### config.mk
export PLATFORM = sky130hd
export DESIGN_NAME = read_port_flat
export DESIGN_NICKNAME = d
export VERILOG_FILES = /design/src/rtl/read_port_if.sv /design/src/rtl/read_port.sv /design/src/flat_wrapper.sv
export SDC_FILE = /design/constraint.sdc
export NUM_CORES = 1
export LEC_CHECK = 0
export ABC_AREA = 0
export BUFFER_PORTS_ARGS = -buffer_cell sky130_fd_sc_hd__buf_4
export CAP_MARGIN = 20
export CORE_ASPECT_RATIO = 0.9
export CORE_MARGIN = 2
export CORE_UTILIZATION = 45
export CTS_CLUSTER_SIZE = 14
export DETAILED_ROUTE_END_ITERATION = 7
export PLACE_DENSITY = 0.7
export SLEW_MARGIN = 20
export SYNTH_ARGS = -nofsm -noshare
export SYNTH_HDL_FRONTEND = slang
export SYNTH_SLANG_ARGS = --single-unit
### constraint.sdc
create_clock -name clk -period 3.8 [get_ports clk]
set_clock_uncertainty 0.05 [all_clocks]
set_input_delay 0.76 -clock clk [delete_from_list [all_inputs] [get_ports clk]]
set_output_delay 0.76 -clock clk [all_outputs]
set_load 0.02 [all_outputs]
### src/rtl/read_port_if.sv
// read_port_if: FPGA-to-DUT read port bundle (sync-prefixed word in, payload FIFO out)
//   master: FPGA/DUT side - drives read_inst_valid, read_port_data, read_active, seq_clr
//   slave : read_port     - drives read_inst_ready, read_valid, read_data, read_level, seq_err
interface read_port_if #(
  parameter int DATA_W = 64,
  parameter int PORT_W = 96,
  parameter int DEPTH  = 4
);
  logic                     read_inst_valid;
  logic                     read_inst_ready;
  logic [PORT_W-1:0]        read_port_data;
  logic                     read_active;
  logic                     read_valid;
  logic [DATA_W-1:0]        read_data;
  logic [$clog2(DEPTH):0]   read_level;
  logic                     seq_err;
  logic                     seq_clr;
  modport master (
    output read_inst_valid, read_port_data, read_active, seq_clr,
    input  read_inst_ready, read_valid, read_data, read_level, seq_err
  );
  modport slave (
    input  read_inst_valid, read_port_data, read_active, seq_clr,
    output read_inst_ready, read_valid, read_data, read_level, seq_err
  );
endinterface

### src/rtl/read_port.sv
// read_port: strips the 32-bit sync field, checks its sequence number and buffers payloads in a FIFO
//   clk   : block clock
//   rst_n : asynchronous active-low reset
//   bus   : read_port_if.slave - word input (valid/ready), payload output (valid/consume), level, seq_err/seq_clr
module read_port #(
  parameter int DATA_W = 64,
  parameter int PORT_W = 96,
  parameter int DEPTH  = 4
) (
  input logic clk,
  input logic rst_n,
  read_port_if.slave bus
);
  localparam int AW = $clog2(DEPTH);
  logic [DATA_W-1:0] mem [DEPTH];
  logic [AW:0]       wr_ptr, rd_ptr;
  logic [15:0]       exp_seq;
  logic              err_q, full, empty, push, pop, mismatch;
  logic [PORT_W-1:0] unused_port;
  assign unused_port = bus.read_port_data;
  // extra wrap bit distinguishes full (same index, opposite wrap) from empty
  assign empty    = wr_ptr == rd_ptr;
  assign full     = (wr_ptr[AW-1:0] == rd_ptr[AW-1:0]) && (wr_ptr[AW] != rd_ptr[AW]);
  assign push     = bus.read_inst_valid && !full;
  assign pop      = bus.read_active && !empty;
  assign mismatch = bus.read_port_data[15:0] != exp_seq;
  assign bus.read_inst_ready = !full;
  assign bus.read_valid      = !empty;
  assign bus.read_level      = wr_ptr - rd_ptr;
  assign bus.read_data       = empty ? '0 : mem[rd_ptr[AW-1:0]];
  assign bus.seq_err         = err_q;
  always_ff @(posedge clk)
    if (push) mem[wr_ptr[AW-1:0]] <= bus.read_port_data[DATA_W+31:32];
  // a mismatch resynchronises to the received number, so the next expected is always sync+1
  always_ff @(posedge clk or negedge rst_n)
    if (!rst_n) begin
      wr_ptr  <= '0;
      rd_ptr  <= '0;
      exp_seq <= '0;
      err_q   <= 1'b0;
    end else begin
      if (push) wr_ptr <= wr_ptr + 1'b1;
      if (pop) rd_ptr <= rd_ptr + 1'b1;
      if (push) exp_seq <= bus.read_port_data[15:0] + 16'd1;
      err_q <= (push && mismatch) ? 1'b1 : bus.seq_clr ? 1'b0 : err_q;
    end
endmodule

### src/flat_wrapper.sv
// flat-port wrapper written by rule: the top's interface ports become plain ports
module read_port_flat 
#(
  parameter int DATA_W = 64,
  parameter int PORT_W = 96,
  parameter int DEPTH  = 4
)
  (clk, rst_n, bus_read_inst_valid, bus_read_port_data, bus_read_active, bus_seq_clr, bus_read_inst_ready, bus_read_valid, bus_read_data, bus_read_level, bus_seq_err);
  read_port_if #(.DATA_W(DATA_W), .PORT_W(PORT_W), .DEPTH(DEPTH)) bus_i ();
  input logic clk;
  input logic rst_n;
  input wire logic [$bits(bus_i.read_inst_valid)-1:0] bus_read_inst_valid;
  input wire logic [$bits(bus_i.read_port_data)-1:0] bus_read_port_data;
  input wire logic [$bits(bus_i.read_active)-1:0] bus_read_active;
  input wire logic [$bits(bus_i.seq_clr)-1:0] bus_seq_clr;
  output wire logic [$bits(bus_i.read_inst_ready)-1:0] bus_read_inst_ready;
  output wire logic [$bits(bus_i.read_valid)-1:0] bus_read_valid;
  output wire logic [$bits(bus_i.read_data)-1:0] bus_read_data;
  output wire logic [$bits(bus_i.read_level)-1:0] bus_read_level;
  output wire logic [$bits(bus_i.seq_err)-1:0] bus_seq_err;
  assign bus_i.read_inst_valid = bus_read_inst_valid;
  assign bus_i.read_port_data = bus_read_port_data;
  assign bus_i.read_active = bus_read_active;
  assign bus_i.seq_clr = bus_seq_clr;
  assign bus_read_inst_ready = bus_i.read_inst_ready;
  assign bus_read_valid = bus_i.read_valid;
  assign bus_read_data = bus_i.read_data;
  assign bus_read_level = bus_i.read_level;
  assign bus_seq_err = bus_i.seq_err;
  read_port #(.DATA_W(DATA_W), .PORT_W(PORT_W), .DEPTH(DEPTH)) u_core (.clk(clk), .rst_n(rst_n), .bus(bus_i));
endmodule
[Yosys cells after proc, flatten, opt, wreduce, memory -nomap -nowiden]
Memory sizes are Yosys's and may differ from the RTL's.
Cells that the tools add are included.
Operators by class
  reductions and logical operators: 7
  equal/unequal tests: 4
  add/subtract/negate cells: 4
  mux-type cells: 5
Operators by type and width (count)
  64-bit two-way mux: 1
  16-bit by 1-bit adder with 16-bit output, second input constant: 1
  16-bit != test: 1
  3-bit by 1-bit adder with 3-bit output, second input constant: 2
  1-bit logical AND: 4
  1-bit two-way mux: 4
  3-bit equality test: 1
  3-bit subtractor: 1
  2-bit equality test: 1
  1-bit logical NOT: 2
  2-bit nonzero test: 1
  1-bit != test: 1
Word-level totals
  output and inout bits: 70
  memories: 1
  memory bits (writable): 256
  logic and storage cells: 25
  register bits: 23
Memory list
  u_core.mem: words 4, width 64, rd ports 1, clocked after Yosys merged registers in 0, wr ports 1, line read_port.sv:15  | logic [DATA_W-1:0] mem [DEPTH];

[Logic depth before layout (Yosys ltp)]
  depth in word-level cells: 6
  depth in mapped cells: 10

[Worst setup path after synthesis]
OpenSTA, ideal clock, no wires.
  kind: register to register
  start point: reg u_core.rd_ptr[1]
  end point: mem u_core.mem[0][0] (enable)
  data required time: 3.321 ns
  arrival time: 3.198 ns
  library setup time: 0.429 ns
  buffers on the path: 3
  stages on the path, launching flop included: 9
  period minus slack after synthesis: 3.677 ns
  setup slack: 0.123 ns
  cells stage by stage: dfrtp_1 -> buf_2 -> buf_2 -> inv_1 -> ha_1 -> nand2_1 -> o21a_1 -> clkbuf_1 -> and2_1
Between the ends
  word-level cells in the longest chain between the ends: 6
Ends and longest elaborated chain
  start: declaration: line read_port.sv:16  | logic [AW:0] wr_ptr, rd_ptr;
  start signal: assignment: line read_port.sv:43  | if (pop) rd_ptr <= rd_ptr + 1'b1;
  2-bit equality test: line read_port.sv:23  | assign full = (wr_ptr[AW-1:0] == rd_ptr[AW-1:0]) && (wr_ptr[AW] != rd_ptr[AW]);
  1-bit logical AND: line read_port.sv:23
  1-bit logical NOT: line read_port.sv:24  | assign push = bus.read_inst_valid && !full;
  1-bit logical AND: line read_port.sv:24
  1-bit two-way mux: line read_port.sv:33  | if (push) mem[wr_ptr[AW-1:0]] <= bus.read_port_data[DATA_W+31:32];
  1-bit two-way mux (implied by the code): line read_port.sv:33
  end: declaration: line read_port.sv:15
No other way between the ends.

[Final worst setup path]
  start point: reg u_core.rd_ptr[2]
  end point: out bus_read_data[59]
Between the ends
  word-level cells in the longest chain between the ends: 2
Ends and longest elaborated chain
  3-bit equality test: line read_port.sv:22  | assign empty = wr_ptr == rd_ptr;
  64-bit two-way mux: line read_port.sv:30  | assign bus.read_data = empty ? '0 : mem[rd_ptr[AW-1:0]];
  end: declaration: line flat_wrapper.sv:18  | output wire logic [$bits(bus_i.read_data)-1:0] bus_read_data;
No other way between the ends.

==> summary.txt <==
Status
  – Status: finished, final reports clean

STA
  – Final setup violation count: 0
  – Least-Margin Pin Slew: 1.00 ns
  – Final WS setup: 0.388 ns
  – Final period utilization: 89.8%
  – TNS Setup: 0 ns
  – Fmax: 293 MHz
  – Min Tclk post-route: 3.41 ns
  – Fin. Hold Viols: 0
  – Unrepaired setup endpoints after global routing: false
  – Hold slack: 0.0786 ns
  – Final Max Slew Viols: 0
  – Worst rel slew slack: 33.1%

Power and ir drop
  – Total Power: 12.0 mW
  – P_leak: 4.70 nW
  – Sw Ratio: 34.0%
  – Net Switching: 4.07 mW
  – Combinational power share: 43.3%
  – Pwr Density: 889 nW/um2
  – Seq pwr share: 36.6%
  – P_int: 7.90 mW
  – Clk network pwr share: 20.2%
  – Max VDD drop: 0.000564 V

Yosys
  – Top cells by area, synth: edfxtp_1, mux4_2, dfrtp_1
  – Complex-gate fraction of the synthesized area: 1.00%
  – Avg Cell Area, Syn: 19.7 um2
  – Mapped Cells: 564
  – Synth Net Count: 674
  – Synth Area in Simple Gates: 6.32%
  – Dominant cell type by area after synthesis: edfxtp_1
  – Cell area after synthesis: 11100 um2
  – Ys flop type: edfxtp_1
  – Async set or reset register ratio after synthesis: 8.24%
  – #FFs+latches synth: 279
  – Yosys warnings: 0
  – Unique masters post-synth: 31
  – Most numerous cell in the Yosys netlist: edfxtp_1
  – Largest family of logic cells by synthesized area: multiplexers
  – XOR/XNOR Fraction of Synth Area: 2.69%
  – Register area share after synthesis: 74.5%
  – Post-synthesis adder-cell area fraction: 1.08%
  – Top-area cell type share of the netlist area: 69.3%
  – Post-synthesis mux area share: 13.1%
  – Top cells by count, synth: edfxtp_1, and2_1, mux4_2
  – EDFF count, synth: 256

Route
  – ANT nets after route: 0
  – Iter 0 DRT Violations: 283
  – Post-DR wirelength/cell: 19.6 um
  – Vias per cell: 5.24
  – Drt first pass iters: 4
  – Total Routed Length: 20700 um
  – # DRC: 0
  – Vias post-DR: 5524

Floorplan
  – Die area: 25900 um2
  – Starting Density: 45.7%
  – Die Wd: 169 um
  – DIE HEIGHT: 153 um
  – IO Count: 171
  – CORE AREA: 24300 um2
  – Row cnt: 54

Critical path
  – Maximum fanout along the worst path: 43
  – Required time worst endpoint: 2.99 ns
  – WP data arrival: 2.60 ns
  – Startpoint Class: flip-flop
  – Critical Path End Type: primary output
  – Critical path class: flip-flop to primary output

Layout
  – P&R area growth vs syn: 21.6%
  – Cell area after layout: 13500 um2
  – N_diodes: 0
  – Share of cells above drive strength 1: 36.4%
  – Post-layout util: 55.6%
  – Final cell count without fillers: 1055
  – Fill count: 1837
  – Fin nets: 840

CTS
  – Clock root buffer: clkbuf_16
  – Total CTS buffers: 28
  – Clock buffer depth: 3
  – Worst-skew pair later-pin latency: 0.52 ns
  – Resized cells post-CTS: 0
  – Post-CTS Setup Inserts: 0
  – Clock sinks: 279
  – CTS tree: done
  – CTS H-Tree Depth: 1
  – # hold bufs at CTS: 0
  – Clock transition at path regs: 0.06 ns

Placed design
  – Placement Setup Slack: 0.889 ns
  – IO buf count: 154
  – Gpl congestion: 0.828
  – Post-DP HPWL: 12400 um
  – Placed cell areas: 12700 um2
  – Placed Cells incl. Taps: 1008

Flow run
  – MaxCap Viol Count: 0

Global routing
  – Gr ovfl total: 0
  – Pin count of the biggest net entering global routing: 68
  – First-pass GRT wire length: 33000 um
  – Initial antenna violation count: 0
  – Number of global-route vias before repair: 6035
  – Total GRT Usage: 16.3%

Min path
  – Worst Hold Class: primary input to asynchronous set/reset pin
## power by group through the flow
stage / clock [mW] / combinational (mW) / sequential [mW]
detailed placement: 0 / 5.27 / 4.44
CTS: 2.49 / 5.31 / 4.38
finish: 2.42 / 5.18 / 4.38
global route: 2.61 / 5.60 / 4.44
floorplan: 0 / 3.24 / 4.41
global placement: 0 / 5.23 / 4.39
## logic make-up (layout without fill, tap and decap cells)
| family | count (synthesis) | in the layout |
|---|---|---|
| and+or+nand+nor | 123 | 123 |
| adders and majority gates | 9 | 9 |
| DFF | 279 | 279 |
| buffers and inverters | 34 | 217 |
| AOI/OAI and AO/OA | 20 | 20 |
| xor gates and xnor gates | 34 | 34 |
| muxes | 65 | 65 |
## area by class of cell
class                      instances  area [um2]  share of cell area, %
clock buffer                      40         767                   5.69
clock inverter                     7        36.3                  0.269
inverter                           8        30.0                  0.223
multi-input combinational        251        2700                   20.0
sequential                       279        8270                   61.4
tap                              308         385                   2.86
timing repair buffer             162        1290                   9.58
## placed cells by master (no fill, tap or decap), types with 3 or more instances in the layout
cell         n
buf_12       6
clkbuf_16   29
nand3_1      7
xor2_1       7
xnor2_1     27
clkbuf_1    11
nand2_1     24
nor3_1       3
o21ai_0     14
inv_1        8
nor2_1       3
buf_4      156
nand4_1      7
clkinv_1     3
and2_4       4
edfxtp_1   256
dfrtp_1     21
ha_1         8
mux4_2      64
and2_1      64
## path summary, 6_finish.rpt
| kind | from | to | slack [ns] | depth (start not counted) |
|---|---|---|---|---|
| max in group asynchronous | rst_n | u_core.rd_ptr[1]$_DFFE_PN0P_ | 3.34 | 1 |
| worst max register to register | u_core.wr_ptr[0]$_DFFE_PN0P_ | u_core.mem[3][22]$_DFFE_PP_ | 1.17 | 6 |
| worst min-delay path | rst_n | u_core.exp_seq[8]$_DFFE_PN0P_ | 0.08 | 1 |
| worst min register to register | u_core.wr_ptr[2]$_DFFE_PN0P_ | u_core.wr_ptr[2]$_DFFE_PN0P_ | 0.45 | 1 |
| worst max-delay path | u_core.rd_ptr[2]$_DFFE_PN0P_ | bus_read_data[59] | 0.39 | 5 |
| min in group clk | bus_seq_clr | u_core.bus.seq_err$_DFFE_PN0P_ | 0.37 | 2 |
## sequential cells by signal (all words and copies together), names as in the netlist
signal and count:
u_core.exp_seq 16, u_core.bus.seq_err 1, u_core.wr_ptr 3, u_core.mem 256, u_core.rd_ptr 3
## layer usage
metal  vias to the layer above  wire length (um)  GRT usage, %
met5                         -                 0             0
met4                         0               199          2.97
met3                        26              1790          5.33
met2                       158             10300          27.0
met1                      2809              8400          21.3
li1                       2531                 -             -
## worst max-delay path: stages, from the launching register on
cell	delay, ns
dfrtp_1	0.40
xnor2_1	0.41
nand3_2	0.52
buf_12	0.38
and2_1	0.18
buf_4	0.16
No activity file was read; power rests on OpenSTA's default activity.
